$ cat src/rtl/arp_data_rx.sv
// ARP payload receiver: walks the 28-byte ARP body plus trailing padding,
// checks the fixed header fields and target IP, and reports done/error once per packet.
module arp_data_rx #(
    parameter int PAD_LEN = 18
) (
    input  logic        aclk,
    input  logic        aresetn,
    input  logic        eth_header_arp_done,
    input  logic        data_valid,
    input  logic [7:0]  data_in,
    input  logic [31:0] local_ip_addr,
    output logic        arp_oper,
    output logic [47:0] mac_s_addr,
    output logic [31:0] ip_s_addr,
    output logic [47:0] mac_d_addr,
    output logic [31:0] ip_d_addr,
    output logic        arp_data_done,
    output logic        arp_data_error
);

    typedef enum logic [3:0] {
        WAIT_START, HTYPE_RX, PTYPE_RX, HLEN_RX, PLEN_RX, OPER_RX,
        MAC_SOURCE_RX, IP_SOURCE_RX, MAC_DESTINATION_RX, IP_DESTINATION_RX, PADDING_RX
    } state_t;

    state_t      r_state, w_next_state;
    logic [4:0]  r_cnt;
    logic        r_err;
    logic [7:0]  r_prev_byte;
    logic        r_sh_oper;
    logic [47:0] r_sh_mac_s, r_sh_mac_d;
    logic [31:0] r_sh_ip_s, r_sh_ip_d;

    logic        w_consume, w_last, w_start, w_finish, w_mismatch, w_err_final;
    logic [15:0] w_word;
    logic [31:0] w_ip_d_now;

    function automatic int field_len(input state_t s);
        case (s)
            HTYPE_RX, PTYPE_RX, OPER_RX:       field_len = 2;
            HLEN_RX, PLEN_RX:                  field_len = 1;
            MAC_SOURCE_RX, MAC_DESTINATION_RX: field_len = 6;
            IP_SOURCE_RX, IP_DESTINATION_RX:   field_len = 4;
            PADDING_RX:                        field_len = PAD_LEN;
            default:                           field_len = 0;
        endcase
    endfunction

    function automatic state_t successor(input state_t s);
        case (s)
            HTYPE_RX:           successor = PTYPE_RX;
            PTYPE_RX:           successor = HLEN_RX;
            HLEN_RX:            successor = PLEN_RX;
            PLEN_RX:            successor = OPER_RX;
            OPER_RX:            successor = MAC_SOURCE_RX;
            MAC_SOURCE_RX:      successor = IP_SOURCE_RX;
            IP_SOURCE_RX:       successor = MAC_DESTINATION_RX;
            MAC_DESTINATION_RX: successor = IP_DESTINATION_RX;
            IP_DESTINATION_RX:  successor = (PAD_LEN == 0) ? WAIT_START : PADDING_RX;
            default:            successor = WAIT_START;
        endcase
    endfunction

    // NOTE: sequential state uses non-blocking assignments so every register samples pre-edge values.
    always_ff @(posedge aclk or negedge aresetn) begin
        if (!aresetn) r_state <= WAIT_START;
        else          r_state <= w_next_state;
    end

    // NOTE: every combinational output gets a default first so no latch is inferred.
    always_comb begin
        w_next_state = r_state;
        if (r_state == WAIT_START) begin
            if (eth_header_arp_done) w_next_state = HTYPE_RX;
        end else if (w_last) begin
            w_next_state = successor(r_state);
        end
    end

    always_comb begin
        w_consume   = data_valid && (r_state != WAIT_START);
        w_last      = w_consume && (int'(r_cnt) == field_len(r_state) - 1);
        w_start     = (r_state == WAIT_START) && eth_header_arp_done;
        w_finish    = w_last && (successor(r_state) == WAIT_START);
        w_word      = {r_prev_byte, data_in};
        w_ip_d_now  = (r_state == IP_DESTINATION_RX) ? {r_sh_ip_d[23:0], data_in} : r_sh_ip_d;
        w_mismatch  = 1'b0;
        if (w_last) begin
            case (r_state)
                HTYPE_RX:          w_mismatch = (w_word != 16'h0001);
                PTYPE_RX:          w_mismatch = (w_word != 16'h0800);
                HLEN_RX:           w_mismatch = (data_in != 8'h06);
                PLEN_RX:           w_mismatch = (data_in != 8'h04);
                OPER_RX:           w_mismatch = (w_word != 16'h0001) && (w_word != 16'h0002);
                IP_DESTINATION_RX: w_mismatch = (w_ip_d_now != local_ip_addr);
                default:           w_mismatch = 1'b0;
            endcase
        end
        w_err_final = r_err | w_mismatch;
    end

    always_ff @(posedge aclk or negedge aresetn) begin
        if (!aresetn) begin
            r_cnt          <= '0;
            r_err          <= 1'b0;
            r_prev_byte    <= '0;
            r_sh_oper      <= 1'b0;
            r_sh_mac_s     <= '0;
            r_sh_ip_s      <= '0;
            r_sh_mac_d     <= '0;
            r_sh_ip_d      <= '0;
            arp_oper       <= 1'b0;
            mac_s_addr     <= '0;
            ip_s_addr      <= '0;
            mac_d_addr     <= '0;
            ip_d_addr      <= '0;
            arp_data_done  <= 1'b0;
            arp_data_error <= 1'b0;
        end else begin
            if (w_start || w_last) r_cnt <= '0;
            else if (w_consume)    r_cnt <= r_cnt + 5'd1;

            if (w_start) begin
                r_err       <= 1'b0;
                r_prev_byte <= '0;
                r_sh_oper   <= 1'b0;
                r_sh_mac_s  <= '0;
                r_sh_ip_s   <= '0;
                r_sh_mac_d  <= '0;
                r_sh_ip_d   <= '0;
            end else if (w_consume) begin
                r_err       <= w_err_final;
                r_prev_byte <= data_in;
                case (r_state)
                    OPER_RX:            if (w_last) r_sh_oper <= (w_word == 16'h0001);
                    MAC_SOURCE_RX:      r_sh_mac_s <= {r_sh_mac_s[39:0], data_in};
                    IP_SOURCE_RX:       r_sh_ip_s  <= {r_sh_ip_s[23:0], data_in};
                    MAC_DESTINATION_RX: r_sh_mac_d <= {r_sh_mac_d[39:0], data_in};
                    IP_DESTINATION_RX:  r_sh_ip_d  <= w_ip_d_now;
                    default:            ;
                endcase
            end

            arp_data_done  <= w_finish && !w_err_final;
            arp_data_error <= w_finish && w_err_final;
            // Rejected packets leave the previous good packet visible on the outputs.
            if (w_finish && !w_err_final) begin
                arp_oper   <= r_sh_oper;
                mac_s_addr <= r_sh_mac_s;
                ip_s_addr  <= r_sh_ip_s;
                mac_d_addr <= r_sh_mac_d;
                ip_d_addr  <= w_ip_d_now;
            end
        end
    end

endmodule

$ cat config.mk
export PLATFORM = sky130hd
export DESIGN_NAME = arp_data_rx
export DESIGN_NICKNAME = d
export VERILOG_FILES = /design/src/rtl/arp_data_rx.sv
export SDC_FILE = /design/constraint.sdc
export NUM_CORES = 1
export LEC_CHECK = 0
export BUFFER_PORTS_ARGS = -buffer_cell sky130_fd_sc_hd__buf_2
export CAP_MARGIN = 20
export CELL_PAD_IN_SITES_DETAIL_PLACEMENT = 1
export CELL_PAD_IN_SITES_GLOBAL_PLACEMENT = 2
export CORE_MARGIN = 3
export CORE_UTILIZATION = 35
export CTS_BUF_LIST = sky130_fd_sc_hd__clkbuf_8
export CTS_CLUSTER_SIZE = 10
export DETAILED_ROUTE_END_ITERATION = 10
export PLACE_DENSITY = 0.88
export SYNTH_ARGS = -nofsm -noshare
export SYNTH_HDL_FRONTEND = slang
export SYNTH_SLANG_ARGS = --single-unit
$ cat constraint.sdc
create_clock -name aclk -period 3.8 [get_ports aclk]
set_input_delay 0.95 -clock aclk [delete_from_list [all_inputs] [get_ports aclk]]
set_output_delay 0.95 -clock aclk [all_outputs]
set_load 0.005 [all_outputs]
==> metrics.md <==
| Metric | Value |
|---|---|
| Worst IR drop on VDD | `0.244 mV` |
| Critical path endpoint category | `register` |
| Starting density of the core | `between 30% and 40%` |
| Layout cells sized above 1 | `28.0%` |
| Clock transition at the registers of the reported paths | `around 0.060 ns` |
| Design area | `between 15,000 and 20,000 sq um` |
| Row Count | `74` |
| Worst Tran Pin Value | `~0.81 ns` |
| CP bufs+invs | `5` |
| R2R setup slack | `about 0.14 ns` |
| WL/cell | `roughly 20 microns` |
| Final nets | `around 1.6k` |
| Sequential area share after synthesis | `roughly three fifths` |
| Worst EP required | `4.33 ns` |
| CP cell instances | `inv_1, ha_1, nand2_1, a21oi_2, inv_1, ha_1, ha_1, ha_1, xnor2_1, nor4_2, o2111ai_2, nor3_4, buf_6, buf_12, buf_12, mux2_1` |
| I/O pins | `207` |
| Routed Antenna Nets | `0` |
| Post-route minimum period | `between 3 and 4 ns` |
| Vias in the first global route | `11.5k` |
| Critical Path Start Type | `register` |
| Final setup fails | `0` |
| Cells after Synth | `roughly 1.3k` |
| Core footprint | `a little over 40,000 sq um` |
| Worst Setup SP | `r_state[0]` |
| YS warnings | `0` |
| Gr usage total | `a little under a fifth` |
| Synth unique cells | `between 50 and 60` |
| CP dominant cell by count | `ha_1` |
| Die Ht | `between 200 and 250 microns` |
| Post-synthesis async set-or-reset flop share | `between 90% and 100%` |
| Placed insts | `1,973` |
| Synth Cell Area | `roughly 15,000 sq um` |
| Initial antenna violation count | `2` |
| DR vias | `10.7k` |
| Placed cell area | `roughly 16,000 sq um` |
| Total Wirelength | `42,200 microns` |
| Worst path arrival time | `roughly 4.2 ns` |
| DIE WIDTH | `between 200 and 250 microns` |
| Final cycle utilization of the critical path | `96.3%` |
| Relative slew slack | `between 40% and 50%` |
| Critical R2R Launch | `r_state[0]` |
| DIE AREA | `about 44,000 sq um` |
| Root buf cell | `clkbuf_8` |
| Maxcap violations | `0` |
| CP Max Fanout | `17` |
| Worst min path class | `input port to async pin` |
| Syn avg cell area | `around 11 sq um` |
| Dominant synthesized flop cell | `dfrtp_1` |
| CTS tree | `done` |
| Pwr Density | `567 nW/um^2` |
| Initial DRC count | `approximately 600` |
| Layout Cells excl Fill | `~2.1k` |
| Largest net degree at the start of global routing | `slightly below 100` |
| Area delta synth->final | `21.8%` |
| Gp weighted congestion | `0.872` |
| Via density | `a little over 5` |
| Clk buf depth | `3` |
| Gr ovfl total | `0` |
| Later-pin clock latency in the skew report | `0.66 ns` |
| Syn_nets | `between 1k and 1.5k` |
| # H-tree levels | `2` |
| # port buffers | `roughly 210` |
| Setup TNS | `0 ns` |
| Fmax | `273 MHz` |
| Number of buffers created by CTS | `60` |
| Clk sink count | `approximately 340` |
| Reg2Reg Capture Point | `mac_d_addr[28]` |
| Leakage | `~9 nW` |
| First-pass GRT wire length | `about 67,000 microns` |
| Outcome | `complete, no violations` |
| DRT Pass-1 Iters | `8` |
| DP HPWL | `28,900 microns` |
| Drt drc | `0` |
| Critical path's top delay family | `adder cells` |
| Slew Viols, Final | `0` |
| Hold Vio Cnt, Final | `0` |
| Crit path kind | `register to register` |
| R2R cell count | `16` |
| Number of synthesized flops with an enable pin | `0` |
| Clock Skew | `between 0.03 and 0.04 ns` |
| Flip-flop and latch count after synthesis | `342` |
| CP peak stage delay | `about 0.42 ns` |
| Crit-path slowest cell | `dfrtp_1` |
-- cells in the final DEF (no fill, tap or decap), drive strengths merged, types with 9 or more instances in the layout --
cell type	instances
a21oi	48
a22o	65
buf	259
clkbuf	76
clkinv	10
dfrtp	342
ha	9
inv	67
mux2	151
mux2i	19
nand2	250
nor2	21
nor4	10
o21ai	84
o31ai	15
xnor2	17
xor2	19
-- synth_stat cells, drive strengths merged, types with 3 or more instances --
master | n | area share, %
a211oi | 6 | 0.31
a222oi | 5 | 0.34
a22o | 65 | 3.9
o21ai | 84 | 2.9
o31ai | 15 | 0.77
a21oi | 48 | 1.7
buf | 27 | 1.2
nand2 | 250 | 6.4
o22ai | 6 | 0.26
nand2b | 8 | 0.34
ha | 9 | 0.77
nor4 | 10 | 0.43
and3b | 3 | 0.18
mux2i | 19 | 1.3
or4 | 3 | 0.18
xor2 | 19 | 1.1
mux2 | 151 | 12
nand3 | 8 | 0.28
xnor2 | 17 | 1.0
dfrtp | 342 | 59
nor2 | 21 | 0.54
nor3 | 5 | 0.25
nor2b | 6 | 0.26
a31oi | 4 | 0.17
and3 | 4 | 0.17
inv | 45 | 1.2
nand4 | 5 | 0.21
clkbuf | 64 | 1.7
-- registers in the layout (all words and copies together) (netlist names) --
signal	cells
mac_d_addr	48
mac_s_addr	48
r_sh_mac_d	48
r_sh_mac_s	48
ip_d_addr	32
ip_s_addr	32
r_sh_ip_d	32
r_sh_ip_s	32
r_prev_byte	8
r_cnt	5
r_state	4
arp_data_done	1
arp_data_error	1
arp_oper	1
r_err	1
r_sh_oper	1
-- cells by family (layout without fill, tap and decap cells) --
family,after synthesis,in the layout,share of synthesized area (%)
flip-flops,342,342,58.8
AND/OR/NAND/NOR,328,328,9.54
AO/OA/AOI/OAI,256,256,11.7
multiplexers,170,170,13.0
buffers and inverters,136,414,4.06
XOR/XNOR,36,36,2.17
adder cells (fa/ha/maj),9,9,0.774
other,0,1,0
-- power breakdown --
part	total, mW	internal [mW]	switching, mW
Clock	3.49	1.93	1.56
Combinational	1.94	0.851	1.08
Sequential	4.63	4.15	0.484
-- layer usage --
layer	GRT usage, %	up-vias	routed length [microns]
met5	0	-	13
met4	5.08	2	900
met3	4.15	70	1930
met2	32.1	231	20700
met1	24.9	5478	18700
li1	-	4898	-
-- worst max-delay path by stage --
stage / slack [ns] / to / cells past startpoint
3_3_place_gp: 0.26 / mac_s_addr[23] / 10
4_1_cts: 0.09 / ip_s_addr[12] / 15
3_5_place_dp: 0.09 / mac_d_addr[28] / 15
2_1_floorplan: 0.26 / ip_d_addr[19] / 15
6_report: 0.14 / mac_d_addr[28] / 16
5_1_grt: -0.02 / mac_d_addr[34] / 16
-- what timing repair did --
item                                    CTS  global route
endpoints found under the setup margin    0           148
endpoints found under the hold margin     0             0
resized for setup                         0             7
hold buffers                              0             0
setup buffers                             0             4
-- through the flow --
| stage | hold WS [ns] | worst slack (ns) | power, mW | utilization (%) |
|---|---|---|---|---|
| after floorplan | 0.461 | 0.257 | 5.77 | - |
| after global placement | 0.463 | 0.261 | 6.45 | 40.0 |
| after detailed placement | 0.469 | 0.0875 | 6.58 | 40.0 |
| after CTS | 0.194 | 0.0898 | 10.2 | 43.1 |
| after global routing | 0.227 | -0.0210 | 10.7 | 43.3 |
| final | 0.252 | 0.141 | 10.1 | 43.3 |
-- final cells by class --
type / instances / area, sq um
fillers: 4461 / 23200
clock inverters: 34 / 225
multi-input cells: 799 / 5440
well taps: 532 / 666
repair buffers: 260 / 1640
flip-flops and latches: 342 / 8560
clock buffers: 75 / 1030
diodes: 1 / 2.50
inverters: 45 / 169
(Power assumes the default switching activity.)
